**src/rtl/otter_uart_tx.sv**
```systemverilog
// ---------------------------------------------------------------------------
// otter_uart_tx
//
// Memory-mapped 8N1 UART transmitter for the Otter IOBUS. Stores from the
// core to DATA_ADDR are queued in a small byte FIFO. A four-state FSM takes
// bytes from the FIFO and shifts them out LSB first on TX. A status word
// (FULL, EMPTY, BUSY, sticky OVF, count) can be read at STAT_ADDR. Writing
// STAT_ADDR with bit 3 set clears OVF.
//
// Ports:
//   CLK         in   system clock, rising edge
//   RST         in   asynchronous active-low reset
//   IOBUS_ADDR  in   [31:0] bus address
//   IOBUS_OUT   in   [31:0] bus write data (only [7:0] and [3] used)
//   IOBUS_WR    in   bus write strobe
//   RD_DATA     out  [31:0] status word when IOBUS_ADDR==STAT_ADDR, else 0
//   TX          out  serial line, idle high, registered
//   BUSY        out  FSM not idle or FIFO non-empty
// ---------------------------------------------------------------------------
module otter_uart_tx #(
    parameter int unsigned CLK_DIV    = 868,
    parameter int unsigned FIFO_DEPTH = 8,
    parameter logic [31:0] DATA_ADDR  = 32'h1100_0040,
    parameter logic [31:0] STAT_ADDR  = 32'h1100_0044
) (
    input  logic        CLK,
    input  logic        RST,
    input  logic [31:0] IOBUS_ADDR,
    input  logic [31:0] IOBUS_OUT,
    input  logic        IOBUS_WR,
    output logic [31:0] RD_DATA,
    output logic        TX,
    output logic        BUSY
);

    localparam int unsigned AW = (FIFO_DEPTH > 1) ? $clog2(FIFO_DEPTH) : 1;
    // One extra bit so that a completely full FIFO is distinguishable.
    localparam int unsigned CW = AW + 1;
    localparam logic [CW-1:0] DEPTH_C   = CW'(FIFO_DEPTH);
    localparam logic [15:0]   BAUD_LAST = 16'(CLK_DIV - 1);

    typedef enum logic [1:0] {
        S_IDLE  = 2'd0,
        S_START = 2'd1,
        S_DATA  = 2'd2,
        S_STOP  = 2'd3
    } state_t;

    state_t          state_q, state_d;
    logic [15:0]     baud_q, baud_d;
    logic [2:0]      bit_q, bit_d;
    logic [7:0]      shift_q, shift_d;
    logic            tx_q, tx_d;
    logic [AW-1:0]   wr_ptr_q, wr_ptr_d;
    logic [AW-1:0]   rd_ptr_q, rd_ptr_d;
    logic [CW-1:0]   count_q, count_d;
    logic            ovf_q, ovf_d;
    logic [7:0]      mem_q [FIFO_DEPTH];

    logic            baud_done;
    logic            fifo_empty;
    logic            fifo_full;
    logic            pop;
    logic            push_req;
    logic            push_ok;
    logic            ovf_set;
    logic            ovf_clr;
    logic [7:0]      head;
    logic [7:0]      count_byte;
    logic [31:0]     status;
    logic            unused_bits;

    // Only the byte lane and the OVF-clear bit of the write data matter.
    assign unused_bits = ^IOBUS_OUT[31:8];

    assign baud_done  = (baud_q == BAUD_LAST);
    assign fifo_empty = (count_q == '0);
    assign fifo_full  = (count_q == DEPTH_C);
    assign head       = mem_q[rd_ptr_q];

    // The FIFO is popped exactly when the FSM loads a new byte: from IDLE
    // immediately, or at the last cycle of a stop bit for back-to-back frames.
    assign pop = !fifo_empty &&
                 ((state_q == S_IDLE) || ((state_q == S_STOP) && baud_done));

    assign push_req = IOBUS_WR && (IOBUS_ADDR == DATA_ADDR);
    // A pop in the same cycle frees a slot, so a full FIFO can still accept.
    assign push_ok  = push_req && (!fifo_full || pop);
    assign ovf_set  = push_req && !push_ok;
    assign ovf_clr  = IOBUS_WR && (IOBUS_ADDR == STAT_ADDR) && IOBUS_OUT[3];

    // ------------------------------------------------------------------
    // FIFO bookkeeping and sticky overflow
    // ------------------------------------------------------------------
    always_comb begin
        wr_ptr_d = push_ok ? wr_ptr_q + 1'b1 : wr_ptr_q;
        rd_ptr_d = pop     ? rd_ptr_q + 1'b1 : rd_ptr_q;
        count_d  = count_q;
        case ({push_ok, pop})
            2'b10:   count_d = count_q + 1'b1;
            2'b01:   count_d = count_q - 1'b1;
            default: count_d = count_q;
        endcase
        // Set has priority over a same-cycle clear.
        ovf_d = ovf_q;
        if (ovf_clr) ovf_d = 1'b0;
        if (ovf_set) ovf_d = 1'b1;
    end

    // Storage carries no reset; validity is tracked by count/pointers.
    always_ff @(posedge CLK) begin
        if (push_ok) begin
            mem_q[wr_ptr_q] <= IOBUS_OUT[7:0];
        end
    end

    // ------------------------------------------------------------------
    // FSM: state register
    // ------------------------------------------------------------------
    always_ff @(posedge CLK or negedge RST) begin
        if (!RST) begin
            state_q  <= S_IDLE;
            baud_q   <= '0;
            bit_q    <= '0;
            shift_q  <= '0;
            tx_q     <= 1'b1;
            wr_ptr_q <= '0;
            rd_ptr_q <= '0;
            count_q  <= '0;
            ovf_q    <= 1'b0;
        end else begin
            state_q  <= state_d;
            baud_q   <= baud_d;
            bit_q    <= bit_d;
            shift_q  <= shift_d;
            tx_q     <= tx_d;
            wr_ptr_q <= wr_ptr_d;
            rd_ptr_q <= rd_ptr_d;
            count_q  <= count_d;
            ovf_q    <= ovf_d;
        end
    end

    // ------------------------------------------------------------------
    // FSM: next-state and bit timing
    // ------------------------------------------------------------------
    always_comb begin
        state_d = state_q;
        baud_d  = baud_q;
        bit_d   = bit_q;
        shift_d = shift_q;
        case (state_q)
            S_IDLE: begin
                if (pop) begin
                    shift_d = head;
                    baud_d  = '0;
                    state_d = S_START;
                end
            end
            S_START: begin
                if (baud_done) begin
                    baud_d  = '0;
                    bit_d   = '0;
                    state_d = S_DATA;
                end else begin
                    baud_d = baud_q + 16'd1;
                end
            end
            S_DATA: begin
                if (baud_done) begin
                    baud_d  = '0;
                    shift_d = shift_q >> 1;
                    if (bit_q == 3'd7) begin
                        state_d = S_STOP;
                    end else begin
                        bit_d = bit_q + 3'd1;
                    end
                end else begin
                    baud_d = baud_q + 16'd1;
                end
            end
            S_STOP: begin
                if (baud_done) begin
                    baud_d = '0;
                    if (pop) begin
                        shift_d = head;
                        state_d = S_START;
                    end else begin
                        state_d = S_IDLE;
                    end
                end else begin
                    baud_d = baud_q + 16'd1;
                end
            end
            default: state_d = S_IDLE;
        endcase
    end

    // ------------------------------------------------------------------
    // FSM: output. TX is computed from the upcoming state and registered,
    // so the line changes exactly at the edge that enters a new bit.
    // ------------------------------------------------------------------
    always_comb begin
        tx_d = 1'b1;
        case (state_d)
            S_START: tx_d = 1'b0;
            S_DATA:  tx_d = shift_d[0];
            default: tx_d = 1'b1;
        endcase
    end

    // Low 8 bits of count; a 256-deep FIFO that is full reads back as 0.
    always_comb begin
        count_byte = '0;
        for (int i = 0; i < 8; i++) begin
            if (i < int'(CW)) count_byte[i] = count_q[i];
        end
    end

    assign BUSY    = (state_q != S_IDLE) || !fifo_empty;
    assign status  = {16'h0000, count_byte, 4'h0, ovf_q, BUSY, fifo_empty, fifo_full};
    assign RD_DATA = (IOBUS_ADDR == STAT_ADDR) ? status : 32'h0000_0000;
    assign TX      = tx_q;

endmodule

```
**config.mk**
```make
export PLATFORM = sky130hd
export DESIGN_NAME = otter_uart_tx
export DESIGN_NICKNAME = d
export VERILOG_FILES = /design/src/rtl/otter_uart_tx.sv
export SDC_FILE = /design/constraint.sdc
export NUM_CORES = 1
export LEC_CHECK = 0
export CORE_MARGIN = 2
export CORE_UTILIZATION = 52
export CTS_CLUSTER_DIAMETER = 120
export DETAILED_ROUTE_END_ITERATION = 8
export PLACE_DENSITY = 0.8
export SKIP_CTS_REPAIR_TIMING = 1
export SYNTH_ARGS = -nofsm -noshare
export SYNTH_HDL_FRONTEND = slang
export SYNTH_SLANG_ARGS = --single-unit
```
**constraint.sdc**
```tcl
create_clock -name CLK -period 3.4 [get_ports CLK]
set_input_delay 1.02 -clock CLK [delete_from_list [all_inputs] [get_ports CLK]]
set_output_delay 1.02 -clock CLK [all_outputs]
set_load 0.03 [all_outputs]
```
==> impl_metrics.yaml, run 1 <==
status:
  status: "finished clean"
drt:
  vias: 3546
  routed_via_density: 5.78
  drt_iter0_markers: 136
  postRouteAntennaNets: 0
  route.detailed.drc: 0
  dr.pass1.iters: 6
  drt-total-wl_mm: 11.0
  wire_per_inst_um: 18.0
cells_and_area:
  layout.nets: 551
  layout_commonest_cell: "edfxtp_1"
  mostFrequentLayoutCells: "edfxtp_1, dfrtp_1, dlymetal6s2s_1"
  n_antenna_cell: 0
  fill_cells: 698
  drive_gt1_frac: 0.183
  area_growth_pct: 20.8
setup_path:
  arrival_ns: 2.33
  crit_top_cell: "buf_4"
  critPathMaxStageDelay_ns: 0.32
  r2r-start: "baud_q[4]"
  crit_buf_inv: 3
  regToRegEndpoint: "count_q[2]"
  criticalPathCategory: "primary input to output pin"
  ff2ff_setup_slack_ns: 0.32
  critPathRequiredTime_ns: 2.38
  slowest_stage: "nor4_2"
  end_kind: "output pin"
  critPathTopFamily: "simple AND/OR/NAND/NOR gates"
  rr_worst_depth: 11
  cp_cell_sequence: "dlymetal6s2s_1 > nor4_2 > nand4_1 > nor2_2 > buf_4 > and3_1 > buf_4"
  worstSetupStartpointType: "primary input"
  critPathMaxFanout: 5
power:
  seq_power_share: 0.567
  switching_share: 0.237
  leakage_nw: 2.61
  power_per_cell_area_mw_per_mm2: 401
  p_int_mw: 1.89
  vdd_drop_max_mv: 0.352
  comb_power_share: 0.068
  p_total_mw: 2.48
  power_frac_clock: 0.365
  switchingPower_uw: 587
cts:
  path_clk_slew_ns: 0.10
  cts_buffers: 9
  root_buffer: "clkbuf_8"
  cts_buffer_depth: 2
  clock_sinks: 105
  h-tree-depth: 3
  cts_tree: "built"
  clock_latency_ns: 0.39
floorplanning:
  die-area_mm2: 0.0107
  start_util: 0.529
  io-pin-count: 101
  fp.coreArea_mm2: 0.00968
  die_w_um: 103
  fp.dieH_um: 103
  rows: 36
yosys:
  synthArstFlopShare: 0.390
  yosys.area.top_type_share: 0.375
  ys_warn_count: 0
  ys_seq_area_frac: 0.576
  yosysTopAreaCell: "edfxtp_1"
  ys.flop_type: "edfxtp_1"
  postSynthCellCount: 408
  synth_area_mm2: 0.00512
  synth_cell_types: 56
  ys_ff_latch: 105
  ys_top_cells_by_area: "edfxtp_1, dfrtp_1, mux4_2, buf_4, o21ai_0"
  synth_area_per_cell_um2: 12.6
  synth_edf_count: 64
timing:
  layout_setup_ws_ns: 0.0456
  fin_crit_sh: 0.987
  relSlewSlack: 0.380
  drv_slew: 0
  skew_ns: 0.0157
  period_needed_ns: 3.35
  setup_viol_count_final: 0
  final-hold-violation-count: 0
  fmax_mhz: 298
  worst_pin_slew_ns: 0.929
global_route:
  grt_start_max_net_pins: 42
  track_usage: 0.214
  antenna_found_initial: 0
  grt_overflow: 0
  grt_pass1_wl_mm: 17.1
  grt_pass1_vias: 3454
worst_hold_path:
  hold_end: "bit_q[2]"
  hold_start: "bit_q[2]"
  hold_depth: 2
  hold_path.class: "flip-flop to flip-flop"
placed_design:
  dpl.hpwl_mm: 7.47
  place_ws_ns: -0.258
  port_buffers: 52
  gp_congestion: 0.865
job:
  maxCapViolations: 0
through the flow:
stage	utilization	cell area, um^2	hold slack (ns)	setup TNS (ns)	cells
after floorplan	-	5210	0.474	0	431
after global placement	0.597	5780	0.493	-1.73	598
after detailed placement	0.597	5780	0.516	-2.19	598
after CTS	0.622	6020	0.534	-1.89	614
after global routing	0.639	6190	0.568	-0.124	614
final	0.639	6190	0.527	0	614
power by group through the flow:
stage / clock, mW / sequential (mW) / combinational, mW
floorplan: 0 / 1.42 / 0.108
global placement: 0 / 1.43 / 0.155
detailed placement: 0 / 1.43 / 0.165
CTS: 0.919 / 1.40 / 0.165
global route: 0.973 / 1.41 / 0.186
finish: 0.906 / 1.41 / 0.168
cells in the mapped netlist, types with 5 or more instances:
cell,number
nand2_1,30
clkbuf_1,9
buf_2,7
xnor2_1,6
nor4_1,9
nor3b_1,5
nand4_1,7
xor2_1,7
a221oi_1,5
nor2_1,21
buf_4,24
mux4_2,16
o21ai_0,31
a21oi_1,9
inv_1,9
dfrtp_1,40
and3_1,9
nor3_1,13
edfxtp_1,64
ha_1,8
nand3_1,14
mux2i_1,8
cell type report:
type / instances / area, um^2 / share of cell area
flip-flops and latches: 105 / 2950 / 0.477
multi-input cells: 274 / 2020 / 0.327
repair buffers: 77 / 774 / 0.125
well taps: 133 / 166 / 0.0269
clock buffers: 9 / 124 / 0.0200
clock inverters: 7 / 116 / 0.0188
inverters: 9 / 33.8 / 0.00546
layer usage:
layer	part of all wire	up-vias	wire length (um)	GRT usage
met2	0.54	108	5980	0.380
met4	0.013	0	138	0.0607
li1	-	1634	-	-
met3	0.044	15	486	0.0403
met1	0.40	1789	4430	0.271
met5	0	-	0	0
how the worst max path moves through the flow:
stage / from / to / cells past startpoint
6_report: IOBUS_ADDR[23] / RD_DATA[3] / 7
5_1_grt: IOBUS_ADDR[23] / RD_DATA[3] / 7
4_1_cts: IOBUS_ADDR[5] / RD_DATA[0] / 7
3_5_place_dp: IOBUS_ADDR[5] / RD_DATA[0] / 7
3_3_place_gp: IOBUS_ADDR[5] / RD_DATA[0] / 7
2_1_floorplan: IOBUS_ADDR[5] / RD_DATA[0] / 5
worst min-delay path, delay by kind of cell, from the launching register on:
kind | cells | cell delay [ns]
flops | 1 | 0.38
simple gates | 1 | 0.05
compound gates | 1 | 0.06
cells by family after synthesis:
group / count (synthesis) / synth area share
xor+xnor: 13 / 0.0222
other cells: 1 / 0.000732
compound gates: 68 / 0.0860
fa+ha+maj: 9 / 0.0217
flops: 105 / 0.576
buf+inv: 52 / 0.0603
mux: 28 / 0.0948
simple gates: 132 / 0.138
registers in the layout, summed over array words and instances (netlist names):
register	count
baud_q	16
mem_q	64
ovf_q	1
shift_q	8
count_q	4
rd_ptr_q	3
wr_ptr_q	3
bit_q	3
state_q	2
TX	1
Note: power is estimated with default switching activity, not from simulation.
==> run 2: changes to the inputs <==
Settings changed: SETUP_SLACK_MARGIN from default to 0.02.
==> impl_metrics.yaml, run 2 (synthesized netlist as in run 1, its figures left out) <==
timing:
  grt_setup_unrepaired: "true"
  relSlewSlack: 0.377
  skew_ns: 0.0198
  fin_crit_sh: 0.985
  final-hold-violation-count: 0
  worst_pin_slew_ns: 0.934
  finalSetupTns_ns: 0
  drv_slew: 0
  fmax_mhz: 299
  period_needed_ns: 3.35
  setup_viol_count_final: 0
  layout_setup_ws_ns: 0.0500
setup_path:
  r2r-start: "baud_q[4]"
  critPathMaxStageDelay_ns: 0.33
  rr_worst_depth: 11
  worstSetupStartpointType: "primary input"
  end_kind: "output pin"
  cp_cell_sequence: "dlymetal6s2s_1 > nor4_2 > nand4_1 > nor2_2 > buf_6 > and4_1 > buf_6"
  slowest_stage: "nor4_2"
  critPathRequiredTime_ns: 2.38
  crit_top_cell: "buf_6"
  criticalPathCategory: "primary input to output pin"
  startpoint: "IOBUS_ADDR[31]"
  endpoint: "RD_DATA[0]"
  regToRegEndpoint: "count_q[2]"
  critPathTopFamily: "simple AND/OR/NAND/NOR gates"
  crit_buf_inv: 3
  critPathMaxFanout: 7
  ff2ff_setup_slack_ns: 0.29
  arrival_ns: 2.33
  crit_cells: 7
cts:
  cts_tree: "built"
  cts_buffers: 9
  h-tree-depth: 3
  clock_sinks: 105
  root_buffer: "clkbuf_8"
  cts_buffer_depth: 2
  path_clk_slew_ns: 0.10
  clock_latency_ns: 0.39
cells_and_area:
  seqCellArea_mm2: 0.00295
  layout.nets: 552
  n_antenna_cell: 0
  fill_cells: 695
  area_growth_pct: 21.1
  largest_register_ffs: 64
  layout_commonest_cell: "edfxtp_1"
  top_regs: "mem_q: 64 flops, baud_q: 16 flops, shift_q: 8 flops"
  drive_gt1_frac: 0.185
  regMostFlops: "mem_q"
  multi_input_area_mm2: 0.00202
  mostFrequentLayoutCells: "edfxtp_1, dfrtp_1, dlymetal6s2s_1"
power:
  p_total_mw: 2.48
  vdd_drop_max_mv: 0.352
  leakage_nw: 2.62
  power_per_cell_area_mw_per_mm2: 400
drt:
  route.detailed.drc: 0
  routed_via_density: 5.79
  wire_per_inst_um: 18.1
  drt-total-wl_mm: 11.1
  drt_iter0_markers: 140
  vias: 3559
  dr.pass1.iters: 4
  postRouteAntennaNets: 0
floorplanning:
  fp.coreArea_mm2: 0.00968
  fp.dieH_um: 103
  rows: 36
  die-area_mm2: 0.0107
  io-pin-count: 101
  start_util: 0.529
  die_w_um: 103
job:
  maxCapViolations: 0
worst_hold_path:
  hold_path.class: "flip-flop to flip-flop"
global_route:
  grt_overflow: 0
  grt_pass1_vias: 3454
  track_usage: 0.214
  grt_start_max_net_pins: 42
  grt_pass1_wl_mm: 17.1
  antenna_found_initial: 0
placed_design:
  place_ws_ns: -0.258
  port_buffers: 52
  dpl.hpwl_mm: 7.47
  gp_congestion: 0.865
status:
  status: "finished clean"
## run 2: changes by cell type in the layout (fill, tap and decap cells not counted), sizes merged
cell	before	now
buf	34	35
## run 2: stage by stage
step / cells / instance area, um^2 / hold WS (ns) / util
after floorplan: 431 / 5210 / 0.474 / -
after global routing: 615 / 6200 / 0.568 / 0.641
final: 615 / 6200 / 0.531 / 0.641
after global placement: 598 / 5780 / 0.493 / 0.597
after detailed placement: 598 / 5780 / 0.516 / 0.597
after CTS: 614 / 6020 / 0.534 / 0.622
## run 2: cell type report
cell class	instances	area share
Clock inverter	7	0.0188
Timing Repair Buffer	78	0.127
Multi-Input combinational cell	274	0.326
Clock buffer	9	0.0200
Sequential cell	105	0.475
Tap cell	133	0.0268
Inverter	9	0.00545
## run 2: report_power, final
part	internal [mW]	total [mW]	switching [mW]
combinational	0.0731	0.168	0.0945
sequential	1.38	1.41	0.0237
clock	0.436	0.909	0.473
total	1.89	2.48	0.591
## run 2: metal layers
layer | up-vias | track usage | routed length (um)
met2 | 116 | 0.380 | 6020
met1 | 1791 | 0.271 | 4500
li1 | 1637 | - | -
met5 | - | 0 | 0
met4 | 0 | 0.0607 | 148
met3 | 15 | 0.0403 | 462
## run 2: worst min path at each step
stage                      from     endpoint  slack, ns  cells after the start
finish                 bit_q[1]     bit_q[1]       0.53                      2
global route        wr_ptr_q[0]  wr_ptr_q[0]       0.57                      1
CTS                    bit_q[1]     bit_q[1]       0.53                      2
detailed placement     bit_q[1]     bit_q[1]       0.52                      2
global placement       bit_q[2]     bit_q[2]       0.49                      2
floorplan              bit_q[1]     bit_q[1]       0.47                      2
## run 2: worst register-to-register path, delay by kind of cell, from the launching register on
| family | cells | cell delay [ns] |
|---|---|---|
| xor gates and xnor gates | 3 | 0.52 |
| adders and majority gates | 2 | 0.45 |
| DFF | 1 | 0.44 |
| AOI/OAI and AO/OA | 2 | 0.46 |
| and+or+nand+nor | 4 | 1.13 |
==> run 3: changes to the inputs <==
Settings changed: HOLD_SLACK_MARGIN from default to 0.08.
==> results of run 3 <==
Same layout as run 2: the final DEF is identical, and so are final timing and power.
